File: config.mk
export PLATFORM = sky130hd
export DESIGN_NAME = float_unit_arbiter
export DESIGN_NICKNAME = d
export VERILOG_FILES = /design/src/rtl/float_unit_arbiter_pkg.sv /design/src/rtl/float_unit_arbiter_rr.sv /design/src/rtl/float_unit_arbiter.sv
export SDC_FILE = /design/constraint.sdc
export NUM_CORES = 1
export LEC_CHECK = 0
export BUFFER_PORTS_ARGS = -buffer_cell sky130_fd_sc_hd__buf_2
export CAP_MARGIN = 20
export CORE_AREA = 2 2 156 158
export DETAILED_ROUTE_END_ITERATION = 16
export DIE_AREA = 0 0 158 160
export HOLD_SLACK_MARGIN = 0.1
export SYNTH_ARGS = -nofsm -noshare
export SYNTH_HDL_FRONTEND = slang
export SYNTH_SLANG_ARGS = --single-unit
File: constraint.sdc
create_clock -name clock -period 3.4 [get_ports clock]
set_input_delay 0.17 -clock clock [delete_from_list [all_inputs] [get_ports clock]]
set_output_delay 0.17 -clock clock [all_outputs]
set_load 0.02 [all_outputs]
File: src/rtl/float_unit_arbiter_pkg.sv
// Shared float package: raw binary32 pattern helpers plus the arbiter's tag,
// state and round-robin pointer types used by float_unit_arbiter.
package float_unit_arbiter_pkg;

  localparam int IDX_W = 4;

  typedef struct packed {
    logic             valid;
    logic [IDX_W-1:0] idx;
  } tag_t;

  typedef enum logic [1:0] {
    ST_RUN      = 2'd0,
    ST_DRAINING = 2'd1,
    ST_DRAINED  = 2'd2
  } arb_state_t;

  function automatic logic f32_is_nan(input logic [31:0] f);
    return (&f[30:23]) && (|f[22:0]);
  endfunction

  function automatic logic f32_is_zero(input logic [31:0] f);
    return ~|f[30:0];
  endfunction

  // Index following `last` among n requesters, wrapping to 0.
  function automatic logic [IDX_W-1:0] rr_next(input logic [IDX_W-1:0] last, input int n);
    if (int'(last) + 1 >= n) return '0;
    return last + 1'b1;
  endfunction

endpackage

File: src/rtl/float_unit_arbiter_rr.sv
// Combinational round-robin arbiter: one-hot grant to the first requester
// found when searching upward from the index after `last`.
module rr_arbiter
  import float_unit_arbiter_pkg::*;
#(
  parameter int NUM_REQ = 4
) (
  input  logic [NUM_REQ-1:0] req,
  input  logic [IDX_W-1:0]   last,
  output logic [NUM_REQ-1:0] grant
);

  logic [IDX_W-1:0]   start;
  logic [NUM_REQ-1:0] rot;
  logic [NUM_REQ-1:0] pick;

  // Rotate so the search start sits at bit 0, take the lowest set bit, rotate back.
  always_comb begin
    start = rr_next(last, NUM_REQ);
    rot   = NUM_REQ'({req, req} >> start);
    pick  = rot & (~rot + 1'b1);
    grant = NUM_REQ'(({pick, pick} << start) >> NUM_REQ);
  end

endmodule

File: src/rtl/float_unit_arbiter.sv
// Round-robin front end sharing one fixed-latency, non-stalling float unit
// between NUM_REQ requesters, with a drain handshake.
//   state       | meaning
//   ST_RUN      | granting requests
//   ST_DRAINING | issue blocked, waiting for in-flight ops to respond
//   ST_DRAINED  | nothing in flight, idle asserted
module float_unit_arbiter
  import float_unit_arbiter_pkg::*;
#(
  parameter int EXP     = 8,
  parameter int FRAC    = 23,
  parameter int NUM_REQ = 4,
  parameter int LAT     = 3
) (
  input  logic                              clock,
  input  logic                              resetn,
  input  logic [NUM_REQ-1:0]                req_valid,
  input  logic [NUM_REQ*(1+EXP+FRAC)-1:0]   req_a,
  input  logic [NUM_REQ*(1+EXP+FRAC)-1:0]   req_b,
  output logic [NUM_REQ-1:0]                req_ready,
  output logic                              unit_valid,
  output logic [EXP+FRAC:0]                 unit_a,
  output logic [EXP+FRAC:0]                 unit_b,
  input  logic [EXP+FRAC:0]                 unit_result,
  output logic [NUM_REQ-1:0]                rsp_valid,
  output logic [EXP+FRAC:0]                 rsp_data,
  input  logic                              drain,
  output logic                              idle
);

  localparam int W  = 1 + EXP + FRAC;
  localparam int CW = $clog2(LAT + 1);

  arb_state_t         state_q, state_d;
  tag_t               tag_q [LAT];
  tag_t               tag_out;
  logic [CW-1:0]      inflight_q, inflight_d;
  logic [IDX_W-1:0]   last_q, gnt_idx;
  logic [NUM_REQ-1:0] grant;
  logic               can_issue, issue, retire;

  rr_arbiter #(.NUM_REQ(NUM_REQ)) u_rr (
    .req   (req_valid),
    .last  (last_q),
    .grant (grant)
  );

  // drain blocks issue in the very cycle it rises, not one cycle later.
  assign can_issue  = resetn && (state_q == ST_RUN) && !drain;
  assign req_ready  = can_issue ? grant : '0;
  assign issue      = |req_ready;
  assign unit_valid = issue;
  assign tag_out    = tag_q[LAT-1];
  assign retire     = tag_out.valid;
  assign idle       = resetn && (state_q == ST_DRAINED);

  always_comb begin
    gnt_idx = '0;
    unit_a  = '0;
    unit_b  = '0;
    for (int i = 0; i < NUM_REQ; i++) begin
      if (req_ready[i]) begin
        gnt_idx = IDX_W'(i);
        unit_a  = req_a[i*W +: W];
        unit_b  = req_b[i*W +: W];
      end
    end
  end

  always_comb begin
    rsp_valid = '0;
    rsp_data  = '0;
    if (resetn && retire) begin
      rsp_data = unit_result;
      for (int i = 0; i < NUM_REQ; i++) begin
        rsp_valid[i] = (tag_out.idx == IDX_W'(i));
      end
    end
  end

  always_comb begin
    inflight_d = inflight_q;
    if (issue && !retire) begin
      inflight_d = inflight_q + 1'b1;
    end else if (!issue && retire) begin
      inflight_d = inflight_q - 1'b1;
    end
  end

  // Leave DRAINING on the post-update count so idle rises right after the last response.
  always_comb begin
    state_d = state_q;
    case (state_q)
      ST_RUN:      if (drain) state_d = ST_DRAINING;
      ST_DRAINING: begin
        if (!drain) begin
          state_d = ST_RUN;
        end else if ((inflight_d == '0) && !issue) begin
          state_d = ST_DRAINED;
        end
      end
      ST_DRAINED:  if (!drain) state_d = ST_RUN;
      default:     state_d = ST_RUN;
    endcase
  end

  always_ff @(posedge clock) begin
    if (!resetn) begin
      state_q    <= ST_RUN;
      inflight_q <= '0;
      last_q     <= IDX_W'(NUM_REQ - 1);
      for (int i = 0; i < LAT; i++) begin
        tag_q[i] <= '0;
      end
    end else begin
      state_q    <= state_d;
      inflight_q <= inflight_d;
      if (issue) begin
        last_q <= gnt_idx;
      end
      tag_q[0] <= '{valid: issue, idx: gnt_idx};
      for (int i = 1; i < LAT; i++) begin
        tag_q[i] <= tag_q[i-1];
      end
    end
  end

endmodule
After elaboration in Yosys (flattened, before gate mapping)
Memory sizes are Yosys's and may differ from the RTL's.
Cells that the tools add are included.

word-level totals
  register bits = 8
  bits in latches = 0
  bits in writable memories = 15
  bits in read-only memories = 0
  input bits = 295
  memories kept = 1

memory list
  name   words  width  rd ports  clocked after Yosys merged registers in  write ports  line                      source
  tag_q  3      5      3         0                                        3            float_unit_arbiter.sv:35  tag_t tag_q [LAT];

operators by class
  $add $sub $neg = 5
  multipliers = 0
  div/mod/pow operators = 0
  magnitude comparators = 1
  equality and inequality tests = 8
  shift operators = 2
  multiplexer cells = 29
  bitwise gates (word level) = 5
  reductions and logical operators = 15

operators by type and width
  kind                                                                     count
  32-bit 2-to-1 mux                                                        9
  32-bit by 4-bit >= comparator with 1-bit output (second input constant)  1
  4-bit 2-to-1 mux                                                         6
  5-bit 2-to-1 mux                                                         3
  2-bit 2-to-1 mux                                                         6
  4-bit by 1-bit adder with 4-bit output (second input constant)           2
  4-bit by 2-bit equality test with 1-bit output (second input constant)   2
  8-bit by 4-bit left shift with 8-bit output                              1
  8-bit by 4-bit >> shifter with 4-bit output                              1
  1-bit logical AND                                                        7
  2-bit case mux with 3 select lines                                       1
  4-bit by 1-bit adder with 5-bit output (second input constant)           1
  4-bit AND                                                                1
  4-bit by 1-bit equality test with 1-bit output (second input constant)   1
  2-bit logical NOT                                                        2
  4-bit logical NOT                                                        1
  1-bit 2-to-1 mux                                                         4
  2-bit inequality test (second input constant)                            2
  4-bit inverter                                                           1
  4-bit OR reduction                                                       1
  1-bit logical NOT                                                        3
  3-bit inequality test (second input constant)                            1
  1-bit OR                                                                 3
  3-bit AND reduction                                                      1
  other kinds (4)                                                          4

Longest topological paths before layout
Gate-level depths: netlist (run 1).

  depth in word-level cells = 20
  gate-level depth with buffers = 12
  depth with buffers taken out = 8

Modules after synthesis
From an unflattened synthesis (run 1), not the netlist that was laid out.

unflattened totals
  cell total of the unflattened synthesis = 439
  area, all modules = 2,910.3 µm²

modules (own cells, without submodules)
  module              instances  cells each  area an instance (µm²)  sequential area each (µm²)
  float_unit_arbiter  1          411         2,707.6                 300.3
  rr_arbiter          1          28          202.7                   0.0

Worst setup path before layout (run 1)
No wires, ideal clock.

  kind = register to output
  start point = register last_q[0]
  end point = output unit_a[23]
  arrival = 2.616 ns
  required time = 3.230 ns
  path slack = 0.614 ns
  cell stages (with the launch flop) = 11
  path buffers = 2
  cell sequence = dfxtp_1 -> ha_1 -> buf_2 -> nand2b_1 -> o32a_1 -> a221oi_2 -> or2_1 -> nand2_1 -> a21oi_2 -> clkbuf_1 -> a221o_1

between the ends
  cells in the longest elaborated chain, start to end = 14
  elaborated cells on any way between the ends = 15
  those cells by class = 3 x add/sub; 1 x order compare; 2 x shift; 7 x mux; 2 x bitwise

ends and longest elaborated chain
  element                                          line                          source
  start: declaration                               float_unit_arbiter.sv:38      logic [IDX_W-1:0] last_q, gnt_idx;
  start signal: assignment                         float_unit_arbiter.sv:111     last_q <= IDX_W'(NUM_REQ - 1);
  start signal: assignment                         float_unit_arbiter.sv:119     last_q <= gnt_idx;
  4-bit by 1-bit adder with 5-bit output           float_unit_arbiter_pkg.sv:28  if (int'(last) + 1 >= n) return '0;
  32-bit by 4-bit >= comparator with 1-bit output  float_unit_arbiter_pkg.sv:28
  1-bit 2-to-1 mux                                 float_unit_arbiter_pkg.sv:28
  4-bit 2-to-1 mux (*)                             float_unit_arbiter_pkg.sv:29  return last + 1'b1;
  8-bit by 4-bit >> shifter with 4-bit output      float_unit_arbiter_rr.sv:20   rot = NUM_REQ'({req, req} >> start);
  4-bit inverter                                   float_unit_arbiter_rr.sv:21   pick = rot & (~rot + 1'b1);
  4-bit by 1-bit adder with 4-bit output           float_unit_arbiter_rr.sv:21
  4-bit AND                                        float_unit_arbiter_rr.sv:21
  8-bit by 4-bit left shift with 8-bit output (*)  float_unit_arbiter_rr.sv:22   grant = NUM_REQ'(({pick, pick} << start) >> NUM_REQ);
  4-bit 2-to-1 mux (*)                             float_unit_arbiter.sv:50      assign req_ready = can_issue ? grant : '0;
  via req_ready[0]                                 float_unit_arbiter.sv:20      output logic [NUM_REQ-1:0] req_ready,
  32-bit 2-to-1 mux (*) (4 in series)              float_unit_arbiter.sv:62      if (req_ready[i]) begin
  end: declaration                                 float_unit_arbiter.sv:22      output logic [EXP+FRAC:0] unit_a,

The timed path passes the listed nets; every way through them passes the cells marked *.

Final worst setup path (run 1)
  start point = register last_q[0]
  end point = output unit_b[19]

between the ends
  cells in the longest elaborated chain, start to end = 14
  elaborated cells on any way between the ends = 15
  those cells by class = 3 x add/sub; 1 x order compare; 2 x shift; 7 x mux; 2 x bitwise

ends and longest elaborated chain
  element                                          line                          source
  4-bit by 1-bit adder with 5-bit output           float_unit_arbiter_pkg.sv:28
  32-bit by 4-bit >= comparator with 1-bit output  float_unit_arbiter_pkg.sv:28
  1-bit 2-to-1 mux                                 float_unit_arbiter_pkg.sv:28
  4-bit 2-to-1 mux (*)                             float_unit_arbiter_pkg.sv:29
  8-bit by 4-bit >> shifter with 4-bit output      float_unit_arbiter_rr.sv:20
  4-bit inverter                                   float_unit_arbiter_rr.sv:21
  4-bit by 1-bit adder with 4-bit output           float_unit_arbiter_rr.sv:21
  4-bit AND                                        float_unit_arbiter_rr.sv:21
  8-bit by 4-bit left shift with 8-bit output (*)  float_unit_arbiter_rr.sv:22
  4-bit 2-to-1 mux (*)                             float_unit_arbiter.sv:50
  32-bit 2-to-1 mux (3 in series)                  float_unit_arbiter.sv:62
  32-bit 2-to-1 mux (*)                            float_unit_arbiter.sv:62
  end: declaration                                 float_unit_arbiter.sv:23      output logic [EXP+FRAC:0] unit_b,

Mark *: on every way between the ends. The rest lies on a longest branch, timed or not.

==> impl_metrics.ini, run 1 <==
[power_and_ir_drop]
p_leak_nw = 2.958
powerDensity_mw_per_mm2 = 423.1
irDropWorstVdd_mv = 0.2383
total_power_mw = 2.559

[yosys]
synth_seq_cells = 15
netlist_instances = 470
yosysWarnings = 0
syn_nets = 766
syn_area_mm2 = 0.003545
synth_cell_types = 55
synth-edff-count = 0
ys.flop_type = dfxtp_1
ys_async_sr_fraction = 0
ys_seq_area_frac = 0.08472
yosys.area.top_type = a221oi_1
synth_top_area_frac = 0.3163
synth.area.top_cells = a221oi_1 32%, a221o_1 18%, nor3_1 9.6%
synth_area_per_cell_um2 = 7.542

[route]
num_vias = 6061
drc = 0
wl_per_cell_um = 17.37
firstDrtPassIters = 5
via_per_inst = 5.289
drt-initial-drc-count = 387
ant_nets = 0
wl_mm = 19.91

[global_route]
grt_max_degree = 73
overflow = 0
track_usage = 0.1383
grt_pass1_wl_mm = 28.19
antenna_found_initial = 4
grt_pass1_vias = 5427

[critical_path]
arrival_ns = 3.07
critical_path.top_delay_family = simple AND/OR/NAND/NOR gates
max_stage_delay_ns = 0.42
crit_path_top_delay_cell = or3b_1
cp-start-kind = flip-flop
timing.rr.start = last_q[0]$_SDFFE_PN1P_
end_kind = output port
cp_cell_sequence = ha_4 > or3b_1 > a2111oi_4 > a211oi_2 > nor2_4 > buf_12 > a221oi_1 > nor3_1 > a221o_1 > buf_2
crit_fanout = 49
critical_path_class = reg -> out
startpoint = last_q[0]$_SDFFE_PN1P_
timing.critical_path.to = unit_b[19]
path_depth = 10
r2r_setup_slack_ns = 0.51
cp_num_buf_inv = 2
ff2ff_path_depth = 8
required_ns = 3.23
r2r-end = inflight_q[1]$_SDFF_PN0_

[finish]
final_common_cell = buf_2
post-route-util = 0.2539
drive_gt1_frac = 0.5471
nets = 1114
area_growth_pct = 70.63
layout_common_cells = 400 x buf_2, 128 x a221oi_1, 64 x a221o_1

[sta]
fmax_ghz = 0.3082
hold_violations = 0
fin_tns_setup_ns = 0
finalCritPeriodShare = 0.9543
worst_pin_slew_ns = 0.9338
fin_crit_ns = 3.245
finClkSkew_ns = 0.004635
slew_headroom = 0.3766
setup_viol = 0
slew_viol_final = 0
rsz0062_at_grt = no

[die]
ios = 401
die_height_um = 160
start_util = 0.1488
dieArea_mm2 = 0.02528
rows = 57
die_w_um = 158
core_area_mm2 = 0.02382

[clock_tree]
h-tree-depth = 1
cts.sinks = 15
clock_latency_ns = 0.25
clockBufferDepth = 2
cts_tree = done
clk_pin_slew_ns = 0.05
cts_buffers = 3
cts-root-buf = clkbuf_16
hold_buffers = 0

[job]
cap_violations = 0

[min_path]
holdCritPathClass = in -> reg

[placed_design]
numPortBuffers = 400
finalWeightedCongestion = 0.8768
dp_hpwl_mm = 15.65

[outcome]
outcome = finished, final reports clean
area by class of cell:
| type | instances | area (um^2) |
|---|---|---|
| fillers | 2643 | 17770 |
| multi-input cells | 369 | 2959 |
| repair buffers | 420 | 2257 |
| well taps | 324 | 405.4 |
| flip-flops and latches | 15 | 300.3 |
| clock buffers | 3 | 75.07 |
| inverters | 9 | 33.78 |
| diodes | 5 | 12.51 |
| clock inverters | 1 | 5.005 |
report_power, final:
| group | total, mW | switching, mW | internal, mW |
|---|---|---|---|
| sequential | 0.205 | 0.0125 | 0.193 |
| clock | 0.232 | 0.0748 | 0.157 |
| combinational | 2.12 | 1.25 | 0.875 |
state kept, by name (all words and copies together) (netlist names):
| register | count |
|---|---|
| inflight_q | 2 |
| state_q | 2 |
| last_q | 2 |
| tag_q | 9 |
logic make-up after synthesis:
family / synth area share
multiplexers: 0.01447
AO/OA/AOI/OAI: 0.5549
flip-flops: 0.08472
adder cells (fa/ha/maj): 0.003529
buffers and inverters: 0.1069
AND/OR/NAND/NOR: 0.2330
XOR/XNOR: 0.002471
per-stage QoR:
| stage | setup slack (ns) | hold WS [ns] | instances | instance area [um^2] |
|---|---|---|---|---|
| 3_3_place_gp | 0.3155 | 0.4137 | 1134 | 5844 |
| 5_1_grt | 0.0009086 | 0.2442 | 1143 | 6041 |
| 3_5_place_dp | 0.2481 | 0.4203 | 1134 | 5844 |
| 6_report | 0.1554 | 0.2014 | 1146 | 6048 |
| 2_1_floorplan | 0.6142 | 0.3159 | 470 | 3545 |
| 4_1_cts | 0.03120 | 0.2039 | 1138 | 5929 |
worst register-to-register path, cell delays in order (launching register included):
cell and delay [ns]:
dfxtp_1 0.34, ha_4 0.43, or3b_1 0.20, a2111oi_4 0.09
or3_1 0.39, a311o_1 0.37, o31ai_2 0.53, mux2i_1 0.28
mux2i_1 0.20
Yosys cell counts, types with 2 or more instances:
| library cell | number |
|---|---|
| a221oi_1 | 128 |
| nor3_1 | 68 |
| a221o_1 | 64 |
| clkbuf_1 | 44 |
| and3_1 | 33 |
| buf_2 | 26 |
| dfxtp_1 | 15 |
| nor2_1 | 9 |
| inv_1 | 8 |
| and2_1 | 7 |
| nand2b_1 | 5 |
| buf_4 | 4 |
| mux2i_1 | 4 |
| nand2_1 | 4 |
| nor4_1 | 4 |
| a21oi_1 | 3 |
| nand3_1 | 2 |
| nand3b_1 | 2 |
| nor2b_1 | 2 |
| o21ai_0 | 2 |
| o21ai_1 | 2 |
how the worst min path moves through the flow:
stage / endpoint / depth (start not counted) / slack, ns / from
after global placement: tag_q[0][14]$_SDFF_PN0_ / 1 / 0.41 / tag_q[0][9]$_SDFF_PN0_
after floorplan: state_q[1]$_SDFFE_PN0P_ / 1 / 0.32 / drain
after detailed placement: tag_q[0][9]$_SDFF_PN0_ / 1 / 0.42 / tag_q[0][4]$_SDFF_PN0_
after global routing: state_q[1]$_SDFFE_PN0P_ / 2 / 0.24 / drain
after CTS: state_q[1]$_SDFFE_PN0P_ / 2 / 0.20 / drain
final: state_q[1]$_SDFFE_PN0P_ / 2 / 0.20 / drain
metal layers:
layer  wire length [um]  part of all wire  track usage
met5                  7           0.00035            0
met4                764             0.038      0.05774
met3               1593             0.080      0.01574
met2               9941              0.50       0.2603
met1               7599              0.38       0.1549
timing repair:
action                                  CTS  global route
gates resized for setup                   1            10
cloned                                    0             1
endpoints found under the setup margin    1            59
pin swaps                                 0             3
setup buffers                             0             2
Note: power is estimated with default switching activity, not from simulation.
==> run 2, diff against run 1 <==
- REMOVE_ABC_BUFFERS: unset -> 1
==> run 2 against run 1 <==
Count of clock-buffer cells in the layout unchanged. Global-route usage increased by 0.57 points. Register-to-register slack better by 0.18 ns. Cell count grew 0.17%. Clock skew decreased by 0.00086 ns. Worst hold slack improved by 0.0053 ns. Sequential power about the same. Clock power fell by 3%. Wire length increased by 6.6%. Sequential cell count unchanged. Non-clock buffer count up 6. Fmax fell by 1.0%.
==> impl_metrics.ini, run 2 (synthesized netlist as in run 1, its figures left out) <==
[power_and_ir_drop]
p_leak_nw = 2.983
irDropWorstVdd_mv = 0.1324
powerDensity_mw_per_mm2 = 437.0

[sta]
slew_headroom = 0.4361
fin_crit_ns = 3.279
whs_ns = 0.2066
hold_violations = 0
worst_pin_slew_ns = 0.8448
finClkSkew_ns = 0.003770
finalCritPeriodShare = 0.9643
slew_viol_final = 0
setup_viol = 0
fmax_ghz = 0.3050

[die]
die_w_um = 158
ios = 401
core_area_mm2 = 0.02382
die_height_um = 160
rows = 57
dieArea_mm2 = 0.02528
start_util = 0.1488

[route]
wl_mm = 21.21
firstDrtPassIters = 8
num_vias = 6098
ant_nets = 0
drt-initial-drc-count = 480
wl_per_cell_um = 18.48
via_per_inst = 5.312
drc = 0

[finish]
stdcell_count = 1148
final_common_cell = buf_2
area_growth_pct = 70.70
n_antenna_cell = 0
multi_input_area_mm2 = 0.002935
drive_gt1_frac = 0.5449
num-fill-cells = 2701
largest_reg_flops = 9
layout_common_cells = 400 x buf_2, 127 x a221oi_1, 68 x nor3_1
regMostFlops = tag_q
area.sequential_um2 = 302.8
nets = 1121

[critical_path]
end_kind = output port
ff2ff_path_depth = 8
crit_fanout = 30
cp_cell_sequence = ha_4 > nand2b_1 > nor4_1 > a211oi_2 > nor2_4 > buf_12 > buf_4 > a221oi_1 > nor3_1 > a221o_1 > buf_2
arrival_ns = 3.11
critical_path_class = reg -> out
crit_path_top_delay_cell = nor4_1
required_ns = 3.23
max_stage_delay_ns = 0.64
cp-start-kind = flip-flop

[clock_tree]
cts.sinks = 15
h-tree-depth = 1
clockBufferDepth = 2
clock_latency_ns = 0.24
cts-root-buf = clkbuf_16
hold_buffers = 0
clk_pin_slew_ns = 0.04
cts_tree = done
cts_buffers = 3

[job]
cap_violations = 0

[min_path]
min_path_cells = 2
holdCritPathClass = in -> reg

[global_route]
grt_max_degree = 67
grt_pass1_vias = 5316
grt_pass1_wl_mm = 28.96
track_usage = 0.1440
overflow = 0
antenna_found_initial = 0

[placed_design]
numPortBuffers = 400
finalWeightedCongestion = 0.7675
dp_cells = 1138
dp_hpwl_mm = 16.11

[outcome]
outcome = finished, final reports clean
[run 2: cell types whose count changed in the layout (fill, tap and decap cells not counted), sizes merged]
cell	delta
a31o	+1
buf	+6
diode	-5
[run 2: report_power, final]
group	internal, mW	switching, mW	total (mW)
Sequential	0.194	0.0123	0.207
Combinational	0.896	1.32	2.21
Clock	0.157	0.0673	0.224
Total	1.25	1.40	2.64
[run 2: cell type report]
cell class | instances | area share
clock inverters | 1 | 0.0008271
multi-input cells | 370 | 0.4851
inverters | 9 | 0.005583
well taps | 324 | 0.06700
flip-flops and latches | 15 | 0.05004
clock buffers | 3 | 0.01241
repair buffers | 426 | 0.3790
[run 2: path summary, 6_finish.rpt]
check	end	slack, ns	start
worst max-delay path	unit_b[8]	0.12	last_q[1]$_SDFFE_PN1P_
worst min-delay path	state_q[1]$_SDFFE_PN0P_	0.21	drain
worst max register to register	inflight_q[1]$_SDFF_PN0_	0.69	last_q[1]$_SDFFE_PN1P_
worst min register to register	tag_q[0][14]$_SDFF_PN0_	0.43	tag_q[0][9]$_SDFF_PN0_
[run 2: per-stage QoR]
stage / setup WS, ns / total power, mW / TNS (ns) / util / instance area [um^2]
global placement: 0.3725 / 2.310 / 0 / 0.2466 / 5874
global route: -0.01521 / 2.862 / -0.02042 / 0.2540 / 6051
detailed placement: 0.2784 / 2.341 / 0 / 0.2466 / 5874
CTS: 0.01645 / 2.572 / 0 / 0.2500 / 5954
floorplan: -1.612 / 1.546 / -118.07 / - / 3199
finish: 0.1214 / 2.644 / 0 / 0.2540 / 6051
[run 2: metal layers]
layer | vias up | wire, um | global-route usage
li1 | 2799 | - | -
met1 | 2896 | 8673 | 0.1850
met2 | 377 | 10230 | 0.2504
met3 | 26 | 1836 | 0.02171
met4 | 0 | 471 | 0.03563
met5 | - | 0 | 0
[run 2: worst max-delay path: cells and delay by family (launching register included)]
| kind | cells | cell delay (ns) |
|---|---|---|
| and+or+nand+nor | 4 | 1.15 |
| buffers and inverters | 3 | 0.61 |
| AOI/OAI and AO/OA | 3 | 0.44 |
| DFF | 1 | 0.33 |
| adders and majority gates | 1 | 0.32 |
[run 2: repair_timing]
action / 4_1_cts / 5_1_grt
endpoints found under the setup margin: 0 / 27
resized for setup: 0 / 8
setup buffers: 0 / 4
